File: src/rtl/sci_slave_if.sv
// Bus bundle between an SCI responder and its neuron register file.
// The slave modport is the responder side. The master modport drives the serial
// request and the register read data.
interface sci_slave_if #(
  parameter int ADDR_WIDTH = 5,
  parameter int DATA_WIDTH = 8
);
  logic                  sci_csn;
  logic                  sci_req;
  logic                  sci_resp;
  logic                  sci_ack;
  logic [ADDR_WIDTH-1:0] reg_addr;
  logic [DATA_WIDTH-1:0] reg_wdata;
  logic                  reg_wen;
  logic [DATA_WIDTH-1:0] reg_rdata;

  modport slave (
    input  sci_csn, sci_req, reg_rdata,
    output sci_resp, sci_ack, reg_addr, reg_wdata, reg_wen
  );

  modport master (
    output sci_csn, sci_req, reg_rdata,
    input  sci_resp, sci_ack, reg_addr, reg_wdata, reg_wen
  );
endinterface

File: src/rtl/sci_slave.sv
// SCI responder: decodes serial write/read frames into single-cycle register-file
// accesses and returns read data serially, MSB first. Assumes 2 <= ADDR_WIDTH <= DATA_WIDTH.
module sci_slave #(
  parameter int ADDR_WIDTH = 5,
  parameter int DATA_WIDTH = 8
) (
  input  logic        clk,
  input  logic        rst,
  sci_slave_if.slave  bus
);

  localparam int MAX_W = (ADDR_WIDTH > DATA_WIDTH) ? ADDR_WIDTH : DATA_WIDTH;
  localparam int CNT_W = $clog2(MAX_W + 1);

  typedef enum logic [2:0] {
    IDLE,
    ADDR,
    WDATA,
    WRITE,
    LOAD,
    RDATA,
    DONE
  } state_t;

  state_t                state_q, state_d;
  logic [CNT_W-1:0]      cnt_q, cnt_d;
  logic [DATA_WIDTH-1:0] shift_q, shift_d;
  logic                  cmd_q, cmd_d;
  logic [ADDR_WIDTH-1:0] addr_q, addr_d;
  logic [DATA_WIDTH-1:0] wdata_q, wdata_d;
  logic                  wen_q, wen_d;
  logic                  ack_q, ack_d;
  logic                  resp_q, resp_d;

  always_ff @(posedge clk) begin
    if (rst) begin
      state_q <= IDLE;
      cnt_q   <= '0;
      shift_q <= '0;
      cmd_q   <= 1'b0;
      addr_q  <= '0;
      wdata_q <= '0;
      wen_q   <= 1'b0;
      ack_q   <= 1'b0;
      resp_q  <= 1'b0;
    end else begin
      state_q <= state_d;
      cnt_q   <= cnt_d;
      shift_q <= shift_d;
      cmd_q   <= cmd_d;
      addr_q  <= addr_d;
      wdata_q <= wdata_d;
      wen_q   <= wen_d;
      ack_q   <= ack_d;
      resp_q  <= resp_d;
    end
  end

  // Strobes and RESP default low every cycle, so an abort can never leave them set.
  always_comb begin
    state_d = state_q;
    cnt_d   = cnt_q;
    shift_d = shift_q;
    cmd_d   = cmd_q;
    addr_d  = addr_q;
    wdata_d = wdata_q;
    wen_d   = 1'b0;
    ack_d   = 1'b0;
    resp_d  = 1'b0;

    unique case (state_q)
      IDLE: begin
        if (!bus.sci_csn) begin
          cmd_d   = bus.sci_req;
          cnt_d   = '0;
          state_d = ADDR;
        end
      end

      ADDR: begin
        if (bus.sci_csn) begin
          state_d = IDLE;
        end else begin
          shift_d = {shift_q[DATA_WIDTH-2:0], bus.sci_req};
          cnt_d   = cnt_q + 1'b1;
          if (cnt_q == CNT_W'(ADDR_WIDTH - 1)) begin
            addr_d  = {shift_q[ADDR_WIDTH-2:0], bus.sci_req};
            cnt_d   = '0;
            state_d = cmd_q ? WDATA : LOAD;
          end
        end
      end

      WDATA: begin
        if (bus.sci_csn) begin
          state_d = IDLE;
        end else begin
          shift_d = {shift_q[DATA_WIDTH-2:0], bus.sci_req};
          cnt_d   = cnt_q + 1'b1;
          if (cnt_q == CNT_W'(DATA_WIDTH - 1)) begin
            wdata_d = {shift_q[DATA_WIDTH-2:0], bus.sci_req};
            wen_d   = 1'b1;
            ack_d   = 1'b1;
            state_d = WRITE;
          end
        end
      end

      WRITE: begin
        state_d = bus.sci_csn ? IDLE : DONE;
      end

      // The MSB goes straight to RESP; the rest is pre-shifted so RDATA always sends the top bit.
      LOAD: begin
        if (bus.sci_csn) begin
          state_d = IDLE;
        end else begin
          resp_d  = bus.reg_rdata[DATA_WIDTH-1];
          shift_d = {bus.reg_rdata[DATA_WIDTH-2:0], 1'b0};
          cnt_d   = CNT_W'(DATA_WIDTH - 1);
          state_d = RDATA;
        end
      end

      RDATA: begin
        if (bus.sci_csn) begin
          state_d = IDLE;
        end else if (cnt_q == '0) begin
          ack_d   = 1'b1;
          state_d = DONE;
        end else begin
          resp_d  = shift_q[DATA_WIDTH-1];
          shift_d = {shift_q[DATA_WIDTH-2:0], 1'b0};
          cnt_d   = cnt_q - 1'b1;
        end
      end

      DONE: begin
        if (bus.sci_csn) begin
          state_d = IDLE;
        end
      end

      default: begin
        state_d = IDLE;
      end
    endcase
  end

  assign bus.reg_addr  = addr_q;
  assign bus.reg_wdata = wdata_q;
  assign bus.reg_wen   = wen_q;
  assign bus.sci_ack   = ack_q;
  assign bus.sci_resp  = resp_q;

endmodule

File: src/flat_wrapper.sv
// flat-port wrapper written by rule: the top's interface ports become plain ports
module sci_slave_flat 
#(
  parameter int ADDR_WIDTH = 5,
  parameter int DATA_WIDTH = 8
)
  (clk, rst, bus_sci_csn, bus_sci_req, bus_reg_rdata, bus_sci_resp, bus_sci_ack, bus_reg_addr, bus_reg_wdata, bus_reg_wen);
  sci_slave_if #(.ADDR_WIDTH(ADDR_WIDTH), .DATA_WIDTH(DATA_WIDTH)) bus_i ();
  input  logic clk;
  input  logic rst;
  input wire logic [$bits(bus_i.sci_csn)-1:0] bus_sci_csn;
  input wire logic [$bits(bus_i.sci_req)-1:0] bus_sci_req;
  input wire logic [$bits(bus_i.reg_rdata)-1:0] bus_reg_rdata;
  output wire logic [$bits(bus_i.sci_resp)-1:0] bus_sci_resp;
  output wire logic [$bits(bus_i.sci_ack)-1:0] bus_sci_ack;
  output wire logic [$bits(bus_i.reg_addr)-1:0] bus_reg_addr;
  output wire logic [$bits(bus_i.reg_wdata)-1:0] bus_reg_wdata;
  output wire logic [$bits(bus_i.reg_wen)-1:0] bus_reg_wen;
  assign bus_i.sci_csn = bus_sci_csn;
  assign bus_i.sci_req = bus_sci_req;
  assign bus_i.reg_rdata = bus_reg_rdata;
  assign bus_sci_resp = bus_i.sci_resp;
  assign bus_sci_ack = bus_i.sci_ack;
  assign bus_reg_addr = bus_i.reg_addr;
  assign bus_reg_wdata = bus_i.reg_wdata;
  assign bus_reg_wen = bus_i.reg_wen;
  sci_slave #(.ADDR_WIDTH(ADDR_WIDTH), .DATA_WIDTH(DATA_WIDTH)) u_core (.clk(clk), .rst(rst), .bus(bus_i));
endmodule
File: config.mk
export PLATFORM = sky130hd
export DESIGN_NAME = sci_slave_flat
export DESIGN_NICKNAME = d
export VERILOG_FILES = /design/src/rtl/sci_slave_if.sv /design/src/rtl/sci_slave.sv /design/src/flat_wrapper.sv
export SDC_FILE = /design/constraint.sdc
export NUM_CORES = 1
export LEC_CHECK = 0
export CORE_MARGIN = 2
export CORE_UTILIZATION = 39
export CTS_CLUSTER_SIZE = 28
export DETAILED_ROUTE_END_ITERATION = 16
export PLACE_DENSITY = 0.59
export SETUP_SLACK_MARGIN = 0.05
export SLEW_MARGIN = 20
export SYNTH_ARGS = -nofsm -noshare
export SYNTH_HDL_FRONTEND = slang
export SYNTH_SLANG_ARGS = --single-unit
export TNS_END_PERCENT = 5
File: constraint.sdc
create_clock -name clk -period 2.2 [get_ports clk]
set_clock_uncertainty 0.1 [all_clocks]
set_input_delay 0.22 -clock clk [delete_from_list [all_inputs] [get_ports clk]]
set_output_delay 0.22 -clock clk [all_outputs]
set_load 0.005 [all_outputs]
==> results.yml, run 1 <==
die:
  initial_utilization_pct: 41.1
  fp.coreArea_mm2: 0.00406
  pin_count: 28
  die_y_um: 69.4
  rows: 23
  die_x_um: 69.4
  die-area_mm2: 0.00482
placement:
  hpwl_um: 2890
  place_area_mm2: 0.00203
  port-buffer-count: 27
  place_ws_ns: 0.182
  place_congestion: 0.832
layout:
  n_fill_cell: 367
  design_area_mm2: 0.00215
  final_nets: 240
  drive_gt1_share_pct: 11.5
  register_area_um2: 641
  final_util_pct: 52.9
  syn2layout_area_growth_pct: 28.6
  antenna_cells: 0
  multi_input_area_um2: 935
worst_setup_path:
  crit_arrival_ns: 2.16
  crit_path_end_kind: "flop"
  cp_slowest_stage_delay_ns: 0.50
  r2r_cells: 6
  path_class: "reg -> reg"
  startpoint_type: "flop"
  worst-path-buf-inv: 1
  path_delay_family: "compound AO/OA/AOI/OAI gates"
  cp.required_ns: 2.29
  worstPathMaxFanout: 5
  path_cells: "inv_1 -> ha_1 -> nor2b_1 -> a311oi_1 -> o21ai_0 -> a221oi_1"
  cp_slowest_cell: "a311oi_1"
  cp.depth: 6
global_routing:
  grtUsageTotal_pct: 16.9
  grt_max_degree: 20
  grt_pass1_vias: 1403
  grt_first_pass_wirelength_um: 6600
  grt_overflow: 0
  antenna_found_initial: 0
clock_tree:
  clk_path_buf_depth: 2
  cts_inserted_buffers: 5
  clk_pin_slew_ns: 0.08
  cts_setup_buffers: 0
  clkLatencyLatePin_ns: 0.28
  htreeDepth: 2
  tritoncts: "done"
  cts.sink_count: 32
  cts.root.buffer_cell: "clkbuf_8"
detailed_routing:
  drc: 0
  vias: 1530
  drtIter0Drc: 71
  drt-total-wl_um: 4060
  post_drt_wl_per_cell_um: 14.7
  via_per_inst: 5.54
  drtPass1Iterations: 4
  postRouteAntennaNets: 0
sta:
  hold_viol: 0
  setup_violations: 0
  fmax_mhz: 483
  rsz0062_at_grt: "false"
  final_max_slew_viol_count: 0
  tns_ns: 0
  worst_pin_slew_ns: 0.579
  maxSlewHeadroom_pct: 61.3
  final.min_clock_period_ns: 2.07
  timing.final.crit_share_pct: 94.1
  setup_slack_ns: 0.130
pwr:
  power_mw: 1.34
  ir_drop_v: 0.000369
  cell_internal_pwr_mw: 1.01
  power.leakage_nw: 0.827
  powerDensity_mw_per_mm2: 622
  power_switching_share_pct: 24.7
  p_comb_share_pct: 11.8
  power_frac_seq_pct: 46.1
  power.switching_mw: 0.330
  clock_power_share_pct: 42.1
synthesis:
  synth-edff-count: 0
  yosysSeqAreaShare_pct: 38.4
  avgSynthCellArea_um2: 8.65
  synth_flop_cell: "dfxtp_1"
  synthArstFlopShare_pct: 0
  syn_nets: 208
  synth_cells: 193
  synth_cell_types: 44
  synth_seq_cells: 32
  syn-cell-area_mm2: 0.00167
  synth_warnings: 0
worst_hold_path:
  hold_path_depth: 2
  hold_path_class: "reg -> reg"
outcome:
  status: "finished clean"
job:
  maxCapViolations: 0
## logic make-up after synthesis
kind of cell             share of synthesized area [%]
AND/OR/NAND/NOR                                   21.7
AO/OA/AOI/OAI                                     22.6
flip-flops                                        38.4
buffers and inverters                             5.62
multiplexers                                      8.40
adder cells (fa/ha/maj)                           2.25
XOR/XNOR                                          1.05
## state kept, by name, indices dropped and copies added, names as in the netlist
signal	cells
u_core.shift_q	8
u_core.state_q	3
u_core.bus.sci_resp	1
u_core.cnt_q	4
u_core.bus.reg_wdata	8
u_core.bus.reg_wen	1
u_core.bus.sci_ack	1
u_core.bus.reg_addr	5
u_core.cmd_q	1
## worst register-to-register path: stages (launching register included)
cell and delay [ns]:
dfxtp_1 0.39, inv_1 0.12, ha_1 0.24, nor2b_1 0.19
a311oi_1 0.50, o21ai_0 0.15, a221oi_1 0.29
## cell type report
| cell class | count | share of cell area [%] |
|---|---|---|
| clock buffer | 5 | 3.21 |
| multi-input combinational | 140 | 43.5 |
| timing repair buffer | 41 | 17.7 |
| clock inverter | 3 | 1.98 |
| sequential | 32 | 29.8 |
| tap | 50 | 2.91 |
| inverter | 5 | 0.874 |
## cells in the mapped netlist, types with 2 or more instances
cell type  count  area, um^2
nor3_1         2        10.0
nand2b_1       5        31.3
a31oi_1        2        12.5
o31ai_1        2        15.0
and2_1         2        12.5
nor2b_1        8        50.1
a211oi_1       5        37.5
nor2_1        28         105
nand4_1        3        18.8
nand2_1       13        48.8
inv_1          5        18.8
mux2i_1       14         140
a311oi_2       2        30.0
buf_2          5        25.0
o21a_1         2        15.0
o22ai_1        2        12.5
a21oi_1        6        30.0
o21ai_0       10        50.1
ha_1           3        37.5
clkbuf_1       8        30.0
nand3b_1       3        22.5
a311oi_1       7        61.3
nor4_1         3        18.8
a21boi_0       2        15.0
dfxtp_1       32         641
## stage by stage
stage          hold WS, ns  instances
5_1_grt              0.428        276
6_report             0.402        276
2_1_floorplan        0.264        193
3_3_place_gp         0.377        268
4_1_cts              0.405        276
3_5_place_dp         0.387        268
## placed cells by master (no fill, tap or decap), types with 3 or more instances in the layout
cell,netlist,layout
clkbuf_8,0,5
clkdlybuf4s50_1,0,27
nand4_1,3,3
nand2b_1,5,5
nor4_1,3,3
inv_1,5,5
nand3b_1,3,3
mux2i_1,14,14
a311oi_1,7,7
a211oi_1,5,5
nand2_1,13,13
buf_4,0,13
nor2_1,28,28
nor2b_1,8,8
dfxtp_1,32,32
a21oi_1,6,6
o21ai_0,10,10
ha_1,3,3
## power by group through the flow
stage / sequential, mW / combinational [mW] / clock [mW]
final: 0.615 / 0.158 / 0.562
after global routing: 0.618 / 0.173 / 0.600
after CTS: 0.615 / 0.156 / 0.578
after detailed placement: 0.628 / 0.155 / 0
after global placement: 0.627 / 0.152 / 0
after floorplan: 0.618 / 0.108 / 0
## repair_timing
| action | CTS | global route |
|---|---|---|
| setup endpoints to repair | 0 | 1 |
| hold buffers | 0 | 0 |
| resized for setup | 0 | 1 |
## layer usage
layer | wire length [um] | track usage [%] | vias up
met1 | 1840 | 22.9 | 718
met5 | 0 | 0 | -
met3 | 251 | 3.49 | 4
met4 | 40 | 7.19 | 0
li1 | - | - | 757
met2 | 1920 | 26.2 | 51
## path summary, 6_finish.rpt
path / slack, ns / start / to
max reg2reg: 0.13 / u_core.cnt_q[0] / u_core.cnt_q[0]
min: 0.40 / u_core.bus.reg_addr[2] / u_core.bus.reg_addr[2]
max: 0.13 / u_core.cnt_q[0] / u_core.cnt_q[0]
min reg2reg: 0.40 / u_core.bus.reg_addr[2] / u_core.bus.reg_addr[2]
Power figures use the tool's default switching activity.
==> inputs of run 2 (changes only) <==
Settings changed: CTS_CLUSTER_DIAMETER from default to 60.
==> results of run 2 <==
Final layout, timing and power as in run 1 (identical DEF).
